File: src/rtl/fixed_exp_pkg.sv
// fixed_exp_pkg: shared widths, FSM state type and constant table for the
// shift-and-add exp(x) core.
//   IN_W/IN_FRAC   : input x format (signed Q3.7)
//   OUT_W/OUT_FRAC : output format (unsigned Q5.5)
//   FRAC_W         : fraction bits of the residual z and accumulator y
//   LN_TBL[k]      : ln(1 + 2^-k) rounded to FRAC_W fraction bits
package fixed_exp_pkg;

  localparam int unsigned IN_W     = 10;
  localparam int unsigned OUT_W    = 10;
  localparam int unsigned IN_FRAC  = 7;
  localparam int unsigned OUT_FRAC = 5;
  localparam int unsigned FRAC_W   = 16;
  localparam int unsigned N_INT    = 6;
  localparam int unsigned N_FRAC   = 15;

  // Residual z: sign + 3 integer bits; init can briefly reach ~4.16.
  localparam int unsigned Z_W   = FRAC_W + 4;
  // Accumulator y: unsigned Q6.FRAC_W, always below 64.
  localparam int unsigned Y_W   = FRAC_W + 6;
  localparam int unsigned K_W   = 4;
  localparam int unsigned CNT_W = 4;

  // round(6 * ln2 * 2^FRAC_W)
  localparam int unsigned SIX_LN2 = 272557;

  typedef enum logic [1:0] {
    IDLE,
    INT,
    FRAC,
    DONE
  } state_t;

  localparam logic [FRAC_W-1:0] LN_TBL [16] = '{
    16'd45426, 16'd26573, 16'd14624, 16'd7719,
    16'd3973,  16'd2017,  16'd1016,  16'd510,
    16'd256,   16'd128,   16'd64,    16'd32,
    16'd16,    16'd8,     16'd4,     16'd2
  };

endpackage

File: src/rtl/fixed_exp_step.sv
// fixed_exp_step: one multiplicative-normalization iteration.
//   z        : current residual exponent (non-negative)
//   y        : current accumulator, Q6.FRAC_W
//   k        : iteration index (shift amount)
//   l        : ln(1 + 2^-k)
//   z_next_c : residual after the step
//   y_next_c : accumulator after the step
module fixed_exp_step
  import fixed_exp_pkg::*;
(
  input  logic [Z_W-1:0]    z,
  input  logic [Y_W-1:0]    y,
  input  logic [K_W-1:0]    k,
  input  logic [FRAC_W-1:0] l,
  output logic [Z_W-1:0]    z_next_c,
  output logic [Y_W-1:0]    y_next_c
);

  logic take_c;

  // Consume ln(1+2^-k) from z when it fits and scale y by (1+2^-k).
  always_comb begin
    take_c   = (z >= Z_W'(l));
    z_next_c = z;
    y_next_c = y;
    if (take_c) begin
      z_next_c = z - Z_W'(l);
      y_next_c = y + (y >> k);
    end
  end

endmodule

File: src/rtl/fixed_exp.sv
// fixed_exp: iterative exp(x) core, one conversion every 23 clocks.
//   SW       : x, signed Q3.7
//   LEDR     : exp(x), unsigned Q5.5, registered, saturated at 1023
//   CLOCK_50 : clock, rising edge
//   reset    : synchronous active-high reset
module fixed_exp
  import fixed_exp_pkg::*;
(
  input  logic [IN_W-1:0]  SW,
  output logic [OUT_W-1:0] LEDR,
  input  logic             CLOCK_50,
  input  logic             reset
);

  localparam int unsigned SHIFT_IN  = FRAC_W - IN_FRAC;
  localparam int unsigned SIGN_EXT  = Z_W - IN_W - SHIFT_IN;
  localparam int unsigned SHIFT_OUT = FRAC_W - OUT_FRAC;
  localparam int unsigned RND       = 1 << (SHIFT_OUT - 1);
  localparam int unsigned SH_W      = Y_W + 1 - SHIFT_OUT;

  state_t             state;
  logic [CNT_W-1:0]   cnt;
  logic [IN_W-1:0]    x_q;
  logic [Z_W-1:0]     z;
  logic [Y_W-1:0]     y;

  logic               first_c;
  logic [Z_W-1:0]     x_ext_c;
  logic [Z_W-1:0]     z_init_c;
  logic [Y_W-1:0]     y_init_c;
  logic [Z_W-1:0]     z_in_c;
  logic [Y_W-1:0]     y_in_c;
  logic [K_W-1:0]     k_c;
  logic [FRAC_W-1:0]  l_c;
  logic [Z_W-1:0]     z_next_c;
  logic [Y_W-1:0]     y_next_c;
  logic [Y_W:0]       sum_c;
  logic [SH_W-1:0]    sh_c;
  logic [OUT_W-1:0]   out_c;

  // Range reduction: negative x is lifted by 6*ln2 and y pre-scaled by 2^-6,
  // so z stays non-negative for the whole run. Folded into the first INT step.
  always_comb begin
    first_c  = (state == INT) && (cnt == '0);
    x_ext_c  = {{SIGN_EXT{x_q[IN_W-1]}}, x_q, {SHIFT_IN{1'b0}}};
    z_init_c = x_q[IN_W-1] ? x_ext_c + Z_W'(SIX_LN2) : x_ext_c;
    y_init_c = x_q[IN_W-1] ? Y_W'(1) << (FRAC_W - N_INT) : Y_W'(1) << FRAC_W;
    z_in_c   = first_c ? z_init_c : z;
    y_in_c   = first_c ? y_init_c : y;
    k_c      = (state == INT) ? '0 : K_W'(cnt);
    l_c      = LN_TBL[k_c];
  end

  fixed_exp_step u_step (
    .z        (z_in_c),
    .y        (y_in_c),
    .k        (k_c),
    .l        (l_c),
    .z_next_c (z_next_c),
    .y_next_c (y_next_c)
  );

  // Round half up to Q5.5, saturating anything that needs more than OUT_W bits.
  always_comb begin
    sum_c = {1'b0, y} + (Y_W + 1)'(RND);
    sh_c  = SH_W'(sum_c >> SHIFT_OUT);
    out_c = (|sh_c[SH_W-1:OUT_W]) ? '1 : sh_c[OUT_W-1:0];
  end

  // Control FSM and datapath registers.
  always_ff @(posedge CLOCK_50) begin
    if (reset) begin
      state <= IDLE;
      cnt   <= '0;
      x_q   <= '0;
      z     <= '0;
      y     <= '0;
      LEDR  <= '0;
    end else begin
      case (state)
        IDLE: begin
          x_q   <= SW;
          cnt   <= '0;
          state <= INT;
        end
        INT: begin
          z <= z_next_c;
          y <= y_next_c;
          if (cnt == CNT_W'(N_INT - 1)) begin
            cnt   <= CNT_W'(1);
            state <= FRAC;
          end else begin
            cnt <= cnt + CNT_W'(1);
          end
        end
        FRAC: begin
          z <= z_next_c;
          y <= y_next_c;
          if (cnt == CNT_W'(N_FRAC)) begin
            state <= DONE;
          end else begin
            cnt <= cnt + CNT_W'(1);
          end
        end
        DONE: begin
          LEDR  <= out_c;
          state <= IDLE;
        end
        default: state <= IDLE;
      endcase
    end
  end

endmodule

File: config.mk
export PLATFORM = sky130hd
export DESIGN_NAME = fixed_exp
export DESIGN_NICKNAME = d
export VERILOG_FILES = /design/src/rtl/fixed_exp_pkg.sv /design/src/rtl/fixed_exp_step.sv /design/src/rtl/fixed_exp.sv
export SDC_FILE = /design/constraint.sdc
export NUM_CORES = 1
export LEC_CHECK = 0
export CAP_MARGIN = 10
export CORE_MARGIN = 3
export CORE_UTILIZATION = 60
export CTS_BUF_LIST = sky130_fd_sc_hd__clkbuf_2
export DETAILED_ROUTE_END_ITERATION = 6
export PLACE_DENSITY = 0.84
export SLEW_MARGIN = 20
export SYNTH_ARGS = -nofsm -noshare
export SYNTH_HDL_FRONTEND = slang
export SYNTH_SLANG_ARGS = --single-unit
File: constraint.sdc
create_clock -name CLOCK_50 -period 10.8 [get_ports CLOCK_50]
set_clock_uncertainty 0.15 [all_clocks]
set_input_delay 1.08 -clock CLOCK_50 [delete_from_list [all_inputs] [get_ports CLOCK_50]]
set_output_delay 1.08 -clock CLOCK_50 [all_outputs]
set_load 0.02 [all_outputs]
== Yosys cells after proc, flatten, opt, wreduce, memory -nomap -nowiden ==
Memories as Yosys holds them, arrays and structs flattened.
Index checks and enable logic that the tools add are counted.

* Reductions and logical operators: 8
* Mux-type cells: 16
* Shift operators: 1
* Equality and inequality tests: 8
* Magnitude comparators: 2
* Add/sub/neg operators: 5
* Bitwise logic cells: 1

{| class="wikitable"
|+ Operators by type and width
! kind !! number
|-
| 20-bit 2-to-1 mux || 3
|-
| 22-bit 2-to-1 mux || 2
|-
| 16-bit 2-to-1 mux || 2
|-
| 22-bit by 11-bit adder with 23-bit output (second input constant) || 1
|-
| 22-bit adder || 1
|-
| 22-bit by 4-bit >> shifter with 22-bit output || 1
|-
| 20-bit by 19-bit adder with 20-bit output (second input constant) || 1
|-
| 20-bit by 16-bit >= comparator with 1-bit output || 1
|-
| 20-bit by 16-bit subtractor with 20-bit output || 1
|-
| 17-bit 2-to-1 mux || 1
|-
| 4-bit 2-to-1 mux || 3
|-
| 4-bit one-hot mux with 3 select lines || 1
|-
| 10-bit 2-to-1 mux || 1
|-
| 2-bit one-hot mux with 4 select lines || 1
|-
| 5-bit >= comparator (second input constant) || 1
|-
| 4-bit NOT with 5-bit output || 1
|-
| 4-bit by 1-bit adder with 4-bit output (second input constant) || 1
|-
| 2-bit equality test (second input constant) || 2
|-
| 4-bit by 3-bit equality test with 1-bit output (second input constant) || 1
|-
| 4-bit equality test (second input constant) || 1
|-
| 4-bit logical NOT || 1
|-
| 2-bit 2-to-1 mux || 2
|-
| 2-bit != test (second input constant) || 2
|-
| 2-bit AND reduction || 2
|-
| other kinds (6) || 7
|}

* Memories: 1
* Flip-flop bits (word level): 68
* Word-level logic and storage cells: 48
* ROM bits: 256

{| class="wikitable"
|+ Memories
! name !! words !! bits a word !! rd ports !! clocked after Yosys merged registers in !! wr ports !! line !! text
|-
| (name not given) || 16 || 16 || 1 || 0 || 0 || fixed_exp.sv:51 || <nowiki>l_c = LN_TBL[k_c];</nowiki>
|}

== Depth between registers and ports, before layout ==
* Word-level depth: 8
* Gate-level depth with buffers: 23
* Mapped depth without buffers: 21

== Modules after synthesis ==
A second synthesis with hierarchy kept.

* Cells, all modules: 892
* Area total of the unflattened synthesis: 6825.3 sq um

{| class="wikitable"
|+ Modules (own cells, without submodules)
! module !! area an instance (sq um) !! seq. area each (sq um) !! instances !! cells an instance
|-
| fixed_exp || 3601.0 || 1361.3 || 1 || 430
|-
| fixed_exp_step || 3224.3 || 0.0 || 1 || 462
|}

== Worst setup path before layout ==
OpenSTA, ideal clock, no wires.

* Path kind: reg-to-reg
* Start point: register state[1]
* End point: register y[18]
* Path buffers: 1
* Arrival: 4572 ps
* Setup slack: 5960 ps
* Cell stages (with the launch flop): 21
* Path through: dfxtp_1 inv_1 ha_1 clkbuf_1 and4bb_2 and2_1 a21oi_1 inv_1 mux4_2 mux2i_1 o21ai_0 ha_1 fa_1 a21o_1 a221oi_2 a21oi_2 o31ai_4 nor2b_2 o311a_1 or3_1 a32o_1

* Cells in the longest elaborated chain, start to end: 8

{| class="wikitable"
|+ Ends and longest elaborated chain
! element !! line !! text
|-
| from (decl) || fixed_exp.sv:21 || <nowiki>state_t state;</nowiki>
|-
| from (signal assigned) || fixed_exp.sv:73 || <nowiki>state <= IDLE;</nowiki>
|-
| from (signal assigned) || fixed_exp.sv:84 || <nowiki>state <= INT;</nowiki>
|-
| from (signal assigned) || fixed_exp.sv:91 || <nowiki>state <= FRAC;</nowiki>
|-
| 2-bit by 1-bit equality test with 1-bit output || fixed_exp.sv:44, fixed_exp.sv:50, fixed_exp.sv:80 ||
|-
| 4-bit 2-to-1 mux || fixed_exp.sv:50 || <nowiki>k_c = (state == INT) ? '0 : K_W'(cnt);</nowiki>
|-
| 4-bit NOT with 5-bit output (not written as such) || fixed_exp.sv:51 ||
|-
| memory read 16 x 16 bit || n/a ||
|-
| 16-bit 2-to-1 mux (not written as such) (2 in a row) || fixed_exp.sv:51 ||
|-
| 20-bit by 16-bit >= comparator with 1-bit output || fixed_exp_step.sv:23 || <nowiki>take_c = (z >= Z_W'(l));</nowiki>
|-
| 22-bit 2-to-1 mux || fixed_exp_step.sv:26 || <nowiki>if (take_c) begin</nowiki>
|-
| to (signal assigned) || fixed_exp.sv:88 || <nowiki>y <= y_next_c;</nowiki>
|-
| to (signal assigned) || fixed_exp.sv:98 || <nowiki>y <= y_next_c;</nowiki>
|-
| to (decl) || fixed_exp.sv:25 || <nowiki>logic [Y_W-1:0] y;</nowiki>
|}

Several ways; a longest one is shown, not always the timed one. The select of a mux whose other input is x is not followed.
A chain may end at the register's enable or synchronous reset.

== Final worst setup path ==
* Start point: register state[1]
* End point: register y[20]

Same word-level chain as after synthesis.

==> flow_summary.ini <==
[critical_path]
crit_fanout = 23
critPathMaxStageDelay_ps = 830
cp_common_cell = ha_1
path_cells = inv_1 -> ha_1 -> nand2b_1 -> inv_1 -> ha_1 -> a31oi_1 -> or2_2 -> ha_1 -> nand2b_1 -> a21oi_1 -> o311ai_1 -> o211a_2 -> nand4_2 -> o21ai_2 -> and2_1 -> a22o_1
arrival_ps = 6910
worstPathRequired_ps = 11160
start_kind = flop
slowest_stage = inv_1
critPathKind = flop to flop
end_kind = flop

[cells_and_area]
seqCellArea_um2 = 1361
fin_nets = 872
multi_input_area_um2 = 4553
antenna_cells = 0
drive_above_1_share = 0.05302
syn_to_final_growth_pct = 5.456
n_fill_cell = 865

[logic_synthesis]
avgSynthCellArea_um2 = 7.607
synth_edf_count = 0
syn-num-nets = 883
ys_seq_elements = 68
syn_area_um2 = 6215
yosys-top-cells-count = nor2_1, a21oi_1, nand2_1
synth_top_area_cell = dfxtp_1
syn_inst = 817
synth_cell_types = 62
synth_flop_cell = dfxtp_1
synth_area_leaders = dfxtp_1, ha_1, nor2_1
synth_most_common_cell = nor2_1
synth.top_cell.area_share = 0.2190
synthArstFlopShare = 0
ys_warn_count = 0
yosysSeqAreaShare = 0.2190

[cts]
cts_tree = done
htreeDepth = 3
cts_setup_buffers = 0
cts-root-buf = clkbuf_2
cts_buffers = 9
clockBufferDepth = 2
clock_latency_ps = 560
cts.sinks = 68
ctsResizeCount = 0
hold_buffers = 0
path_clk_slew_ps = 210

[timing]
hold_viol_final = 0
max_freq_mhz = 152.8
final-setup-viol-count = 0
rsz0062_at_grt = false
fin_crit_ps = 6544
max_slew_margin = 0.3639
finalSetupTns_ps = 0
worst_pin_slew_ps = 954.1
slew_viol_final = 0
min_period_over_period = 0.6059

[grt]
grt_use_total = 0.2913
antenna_found_initial = 0
grt_pass1_wl_mm = 27.50
grt-ovfl-total = 0
grt_max_degree = 51
grt_pass1_vias = 5670

[floorplan]
die_height_um = 107.8
dieWidth_um = 107.8
die-area_um2 = 11620
row_count = 36
ioPinCount = 22
start_util = 0.6271
coreArea_um2 = 9910

[hold_path]
worstHoldPathType = flop to flop

[power_and_ir_drop]
pwr_density_cell_nw_per_um2 = 231.3
p_leak_uw = 0.002978
finalPower_uw = 1516
ir_drop_mv = 0.1389

[flow_run]
max_cap_violations = 0

[route]
vias_per_cell = 6.434
vias = 6074
drcViolationCount = 0
drt_iter0_drc = 502
drt_first_pass_iters = 5
wire_per_inst_um = 17.70
detail-route-antenna-nets = 0
drt_wl_total_mm = 16.71

[place]
portBuffers = 21
gp_congestion = 0.9685
dp_hpwl_mm = 12.23

[outcome]
status = complete, no violations
cells in the final DEF (no fill, tap or decap), types with 12 or more instances in the layout:
master / netlist / layout
a22o_1: 20 / 20
clkdlybuf4s50_1: 0 / 20
ha_1: 52 / 52
nand3_1: 19 / 19
nand2_1: 69 / 69
dfxtp_1: 68 / 68
a21oi_1: 75 / 75
a211oi_1: 28 / 28
xnor2_1: 30 / 30
and3_1: 19 / 19
nor3_1: 12 / 12
o21ai_0: 33 / 33
nor2b_1: 28 / 28
nor2_1: 103 / 103
inv_1: 25 / 25
mux2i_1: 36 / 36
a21o_1: 24 / 24
path summary, 6_finish.rpt:
path                                            start  cells past startpoint                 end  slack [ps]
worst min-delay path               z[11]$_SDFFE_PP0P_                      2  z[11]$_SDFFE_PP0P_         340
worst max-delay path            state[1]$_SDFFE_PP0P_                     16  y[20]$_SDFFE_PP0P_        4260
worst max register to register  state[1]$_SDFFE_PP0P_                     16  y[20]$_SDFFE_PP0P_        4260
worst min register to register     z[11]$_SDFFE_PP0P_                      2  z[11]$_SDFFE_PP0P_         340
report_power, final:
group	leakage, µW	switching, µW	total, µW	internal (µW)
logic	0.00235	625	990	366
clock network	0.0000716	103	178	74.9
registers	0.000555	41.4	348	306
total	0.00298	769	1520	747
per-layer routing:
| layer | vias up | global-route usage | part of all wire |
|---|---|---|---|
| met5 | - | 0 | 0 |
| li1 | 2932 | - | - |
| met2 | 246 | 0.4889 | 0.48 |
| met3 | 24 | 0.02879 | 0.064 |
| met1 | 2872 | 0.3907 | 0.44 |
| met4 | 0 | 0.09829 | 0.016 |
sequential cells by signal, summed over array words and instances, names as in the netlist:
register,count
z,20
LEDR,10
y,22
x_q,10
state,2
cnt,4
worst max-delay path, delay by kind of cell, from the launching register on:
| family | cells | cell delay [ps] |
|---|---|---|
| buffers and inverters | 2 | 910 |
| AOI/OAI and AO/OA | 6 | 1640 |
| and+or+nand+nor | 5 | 2340 |
| DFF | 1 | 440 |
| adders and majority gates | 3 | 1020 |
final cells by class:
class                      instances  area share
multi-input combinational        675      0.6947
sequential                        68      0.2077
tap                              133     0.02539
timing repair buffer              25     0.03589
clock buffer                       9    0.006873
clock inverter                     7     0.01394
inverter                          27     0.01546
cell families (layout without fill, tap and decap cells):
family	Yosys count	count (layout)	share of synthesized area
and+or+nand+nor	291	291	0.2203
muxes	43	43	0.08154
DFF	68	68	0.2190
buffers and inverters	74	68	0.04832
xor gates and xnor gates	41	41	0.05778
AOI/OAI and AO/OA	246	246	0.2619
adders and majority gates	54	54	0.1111
through the flow:
step                worst slack [ps]    util  cells  cell area (µm²)  hold slack (ps)
CTS                             4431  0.6614    944             6554            345.5
finish                          4256  0.6614    944             6554            342.1
floorplan                       5960       -    817             6215            284.7
detailed placement              4472  0.6476    928             6417            306.3
global route                    3849  0.6614    944             6554            356.1
global placement                4638  0.6476    928             6417            299.7
Note: power is estimated with default switching activity, not from simulation.
==> patch 1, RTL diff (same settings) <==
The 4 states of `state_t` get a Gray code encoding in 2 bits.
--- a/src/rtl/fixed_exp_pkg.sv
+++ b/src/rtl/fixed_exp_pkg.sv
@@ -25,10 +25,10 @@
   localparam int unsigned SIX_LN2 = 272557;
 
   typedef enum logic [1:0] {
-    IDLE,
-    INT,
-    FRAC,
-    DONE
+    IDLE = 2'b00,
+    INT  = 2'b01,
+    FRAC = 2'b11,
+    DONE = 2'b10
   } state_t;
 
   localparam logic [FRAC_W-1:0] LN_TBL [16] = '{
Function: same outputs for any inputs over 10 cycles, from zero or initial values and one cycle with reset high; not proved beyond that.
==> patch 1 against the original RTL <==
  * Sequential cell count unchanged
  * Via count increased by 3.2%
  * First-iteration DRC count increased by 51%
  * Design area increased by 1.8%
  * Wire length increased by 1.1%
  * Synthesized cell count increased by 6.5%
  * Setup slack got worse by 0.47 ns
  * Synthesized area increased by 2.7%
  * Largest cell class unchanged
Power is not compared: it rests on default switching activity, and its combinational part moved more than twofold at a synthesized area within 25%.
==> patch 1: results (changes against the original RTL) <==
- Sequential fraction of the synthesis area: 21.3% (-0.58 points)
- Largest registers: y: 22 flops, z: 20 flops
- Final WL: 16900 um (+1.1%)
- Hold Crit Class: flip-flop to flip-flop
- Vias: 6269 (+3.2%)
- Multiplexer area fraction after synthesis: 4.45% (-3.7 points)
- H-tree lvl count: 3 (unchanged)
- Final slew viol count: 0 (unchanged)
- First-pass GRT wire length: 27800 um (+1.3%)
- Grt ovf: 0 (unchanged)
- Adder-cell area share of the yosys netlist: 10.0% (-1.1 points)
- Unique masters post-synth: 79 (+27%)
- Placed cell area: 0.00654 mm^2 (+1.8%)
- Outcome: complete, no violations
- Synth top area cells: dfxtp_1, ha_1, nand2_1
- XOR/XNOR Fraction of Synth Area: 5.76% (-0.016 points)
- Synth cell count leaders: nand2_1, nor2_1, a21oi_1, dfxtp_1, o21ai_0
- Critical Path AT: 7.30 ns (+0.39 ns)
- Max_slew headroom: 30.6% (-5.8 points)
- Synth warnings: 0 (unchanged)
- Clk_lat worst skew: 0.54 ns (-0.02 ns)
- Clk slew on worst S/H paths: 0.20 ns
- # nets final: 916 (+5.0%)
- P_sw: 0.000243 W
- Syn nets: 932 (+5.5%)
- Layout cell share with drive strength beyond 1: 7.23% (+1.9 points)
- GPL Wtd Cong: 0.917 (-5.3%)
- Initial DRC Count: 756 (+51%)
- Vias in the first global route: 5732 (+1.1%)
- Synth Area in Compound Gates: 28.2% (+2.1 points)
- Pin count of the biggest net entering global routing: 69 (+35%)
- Root buffer cell: clkbuf_2
- Total GRT Usage: 29.0% (-0.12 points)
- Ant. Diodes: 0 (unchanged)
- Leak: 2.81 nW
- Worst-path fanout max: 46 (+100%)
- Cts repair resizes: 0 (unchanged)
- Final HPWL DP: 12400 um (+1.2%)
- Worst VDD drop: 58.8 uV
- Async SR Flop Fraction: 0% (unchanged)
- CTS Buffer Depth: 2 (unchanged)
- Port bufs: 21 (unchanged)
- DRT Pass-1 Iters: 6 (+1)
- Final ANT Viol Nets: 0 (unchanged)
- Num CTS Buffers: 9 (unchanged)
## patch 1: cell types whose count changed after synthesis, moves of 7 or more
cell,unedited run,this run
and2_1,4,18
a22o_1,20,4
nor2b_1,28,9
o21ai_0,33,53
nand3_1,19,26
a21o_1,24,10
a22oi_1,2,10
a21oi_1,75,68
o21a_1,6,13
nand2_1,69,112
mux2i_1,36,16
and3_1,19,10
## patch 1: layout make-up
class	instances	area (um^2)
well taps	136	170
multi-input cells	724	4670
repair buffers	27	250
inverters	24	90.1
clock buffers	9	45.0
flip-flops and latches	68	1360
clock inverters	6	80.1
fillers	936	3650
## patch 1: critical path, cell delays in order, from the launching register on
cell	delay, ns
dfxtp_1	0.35
buf_4	0.38
nand2b_1	0.44
nand2_1	0.92
clkinv_1	0.87
mux2_2	0.50
nand2_1	0.15
nand2_1	0.07
o21ai_1	0.21
mux2_2	0.25
o22a_1	0.13
o21ai_0	0.11
ha_1	0.40
a211oi_1	0.28
nor2_1	0.09
nor2_1	0.09
a31oi_1	0.15
a21bo_2	0.24
o311a_1	0.34
a311o_1	0.41
a211o_1	0.27
a31oi_1	0.12
## patch 1: path summary, 6_finish.rpt
check	start	end	slack, ns	cells past startpoint
worst max-delay path	state[0]	y[21]	3.79	21
worst min-delay path	z[4]	z[4]	0.32	2
worst max register to register	state[0]	y[21]	3.79	21
worst min register to register	z[4]	z[4]	0.32	2
## patch 1: per-stage QoR
step	hold WS, ns	instances	setup slack, ns
after floorplan	0.280	870	6.17
after global placement	0.292	979	3.97
after detailed placement	0.298	979	3.77
after CTS	0.320	994	3.73
after global routing	0.346	994	3.30
final	0.315	994	3.79
## patch 1: cells by family (layout without fill, tap and decap cells)
kind of cell,Yosys count,after routing
AO/OA/AOI/OAI,268,268
XOR/XNOR,42,42
adder cells (fa/ha/maj),50,50
buffers and inverters,78,66
flip-flops,68,68
multiplexers,24,24
AND/OR/NAND/NOR,340,340
## patch 1: metal layers
layer	routed length (um)	global-route usage, %	vias up
met3	1300	3.97	33
met2	7820	48.2	260
met5	0	0	-
met4	284	7.75	0
met1	7480	39.4	2895
li1	-	-	3081
## patch 1: power by group through the flow
| stage | Sequential, W | Combinational [W] | Clock (W) |
|---|---|---|---|
| finish | 0.000280 | 0.000216 | 0.000173 |
| global route | 0.000282 | 0.000240 | 0.000185 |
| CTS | 0.000280 | 0.000212 | 0.000173 |
| detailed placement | 0.000285 | 0.000211 | 0 |
| global placement | 0.000284 | 0.000206 | 0 |
| floorplan | 0.000278 | 0.000180 | 0 |
==> patch 2, RTL diff (same settings) <==
Made on the original files. `OUT_FRAC`: 5 -> 10. Comments in the files are not updated.
--- a/src/rtl/fixed_exp_pkg.sv
+++ b/src/rtl/fixed_exp_pkg.sv
@@ -9,7 +9,7 @@
   localparam int unsigned IN_W     = 10;
   localparam int unsigned OUT_W    = 10;
   localparam int unsigned IN_FRAC  = 7;
-  localparam int unsigned OUT_FRAC = 5;
+  localparam int unsigned OUT_FRAC = 10;
   localparam int unsigned FRAC_W   = 16;
   localparam int unsigned N_INT    = 6;
   localparam int unsigned N_FRAC   = 15;
Check against the original RTL: same outputs for any inputs over 10 cycles, from zero or initial values and one cycle with reset high; that may be too few to reach the edited logic, so the function may still have changed.
==> patch 2 against the original RTL <==
  * The run now ends with DRC left
  * Total power increased by 6.2%
  * Design area rose by 4.9%
  * Die area grew 5.1%
  * Largest power group unchanged
  * Setup slack better by 0.033 ns
  * Synthesized area rose by 5.4%
  * Non-clock buffer count increased by 2
  * Global-route usage rose by 1.4 points
  * Sequential cell count stayed put
  * First-iteration DRC count up 51%
  * Critical path depth grew 3
  * Wire length up 13%
==> patch 2: results (changes against the original RTL) <==
- Hold Path End: z[0]
- Multiplexer area fraction after synthesis: 5.86% (-2.3 points)
- Worst R2R Setup Slack: 4.29 ns (+0.03 ns)
- Total Power: 0.00161 W (+6.2%)
- Outcome: finished with violations
- Crit Reg-Reg Startpoint: state[1]
- Synth cell count leaders: nor2_1, nand2_1, dfxtp_1
- XOR/XNOR Fraction of Synth Area: 4.28% (-1.5 points)
- GPL Wtd Cong: 0.992 (+2.4%)
- Fill cell count: 935 (+8.1%)
- Initial antenna violation count: 1 (+1)
- DRT Pass-1 Iters: 7 (+2)
- Vias in the first global route: 6095 (+7.5%)
- Total GRT Usage: 30.5% (+1.4 points)
- Critical path's top delay family: compound AO/OA/AOI/OAI gates
- Synth top area cells: dfxtp_1, ha_1, nor2_1
- Worst Reg-to-Reg Cells: 19 (+3)
- Synth Area in Compound Gates: 28.1% (+2.0 points)
- Final HPWL DP: 13600 um (+11%)
- Layout cell share with drive strength beyond 1: 5.51% (+0.21 points)
- Failing checks: DRC
- Clk pwr share: 11.3% (-0.4 points)
- Syn nets: 943 (+6.8%)
- Comb pwr share: 66.8% (+1.5 points)
- Sequential fraction of the synthesis area: 20.8% (-1.1 points)
- First-pass GRT wire length: 31100 um (+13%)
- Initial DRC Count: 756 (+51%)
- Met1 GRT Util: 42.9% (+3.9 points)
- Vias: 6698 (+10%)
- Pin count of the biggest net entering global routing: 65 (+27%)
- # nets final: 932 (+6.9%)
- Crit path max-delay cell type: clkinv_1
- Global Route met2 Usage: 46.1% (-2.8 points)
- Worst-path fanout max: 30 (+30%)
- Adder-cell area share of the yosys netlist: 10.5% (-0.57 points)
- Hold path start: z[0]
- Worst VDD drop: 197 uV (+41%)
- H-tree lvl count: 3 (unchanged)
- Met3 usage: 6.63% (+3.8 points)
- Routed len/inst: 18.7 um (+5.8%)
- Worst Tran Pin Value: 1.14 ns (+0.189 ns)
- Worst Hold Depth: 2 (unchanged)
- Leak: 3.12 nW (+4.9%)
- Root buffer cell: clkbuf_2
- P_sw: 0.000859 W (+12%)
- Clk_lat worst skew: 0.60 ns (+0.04 ns)
- Drt drc: 1 (+1)
- Unique masters post-synth: 79 (+27%)
- Largest registers: y: 22 flops, z: 20 flops
- Hold Crit Class: flip-flop to flip-flop
- Clk slew on worst S/H paths: 0.25 ns (+0.04 ns)
- Critical Path AT: 6.88 ns (-0.03 ns)
patch 2: worst register-to-register path, stage by stage, from the launching register on:
cell       delay, ns
dfxtp_1         0.37
inv_1           0.10
ha_1            0.15
buf_4           0.30
nand2b_1        0.79
clkinv_1        0.83
and3_1          0.45
a31o_2          0.22
o21ai_0         0.24
nor2_1          0.07
a21oi_1         0.23
a221oi_1        0.12
ha_1            0.44
o211a_1         0.19
a211oi_1        0.05
a211o_1         0.35
a2111oi_2       0.71
o21ai_0         0.28
a221oi_1        0.38
a211oi_2        0.08
patch 2: metal layers:
metal,part of all wire (%),vias to the layer above
met3,9.0,48
li1,-,3172
met5,0,-
met4,2.7,0
met2,44,335
met1,45,3143
patch 2: area by class of cell:
cell class	instances	area share, %
antenna	1	0.0364
clock buffer	9	0.655
clock inverter	7	1.33
inverter	32	1.75
multi-input combinational	728	70.3
sequential	68	19.8
tap	136	2.47
timing repair buffer	27	3.64
patch 2: kinds of logic (layout without fill, tap and decap cells):
logic type / after synthesis / count (layout)
flip-flops: 68 / 68
AO/OA/AOI/OAI: 257 / 257
buffers and inverters: 81 / 75
other: 0 / 1
XOR/XNOR: 32 / 32
AND/OR/NAND/NOR: 347 / 347
adder cells (fa/ha/maj): 54 / 54
multiplexers: 38 / 38
patch 2: stage by stage:
stage | hold WS (ns) | setup WS (ns) | utilization, % | cells | cell area (um^2)
6_report | 0.338 | 4.29 | 65.7 | 1008 | 6880
4_1_cts | 0.336 | 4.52 | 65.7 | 1007 | 6880
3_3_place_gp | 0.296 | 4.67 | 64.4 | 991 | 6740
2_1_floorplan | 0.288 | 6.18 | - | 877 | 6550
3_5_place_dp | 0.310 | 4.49 | 64.4 | 991 | 6740
5_1_grt | 0.368 | 3.87 | 65.7 | 1008 | 6880
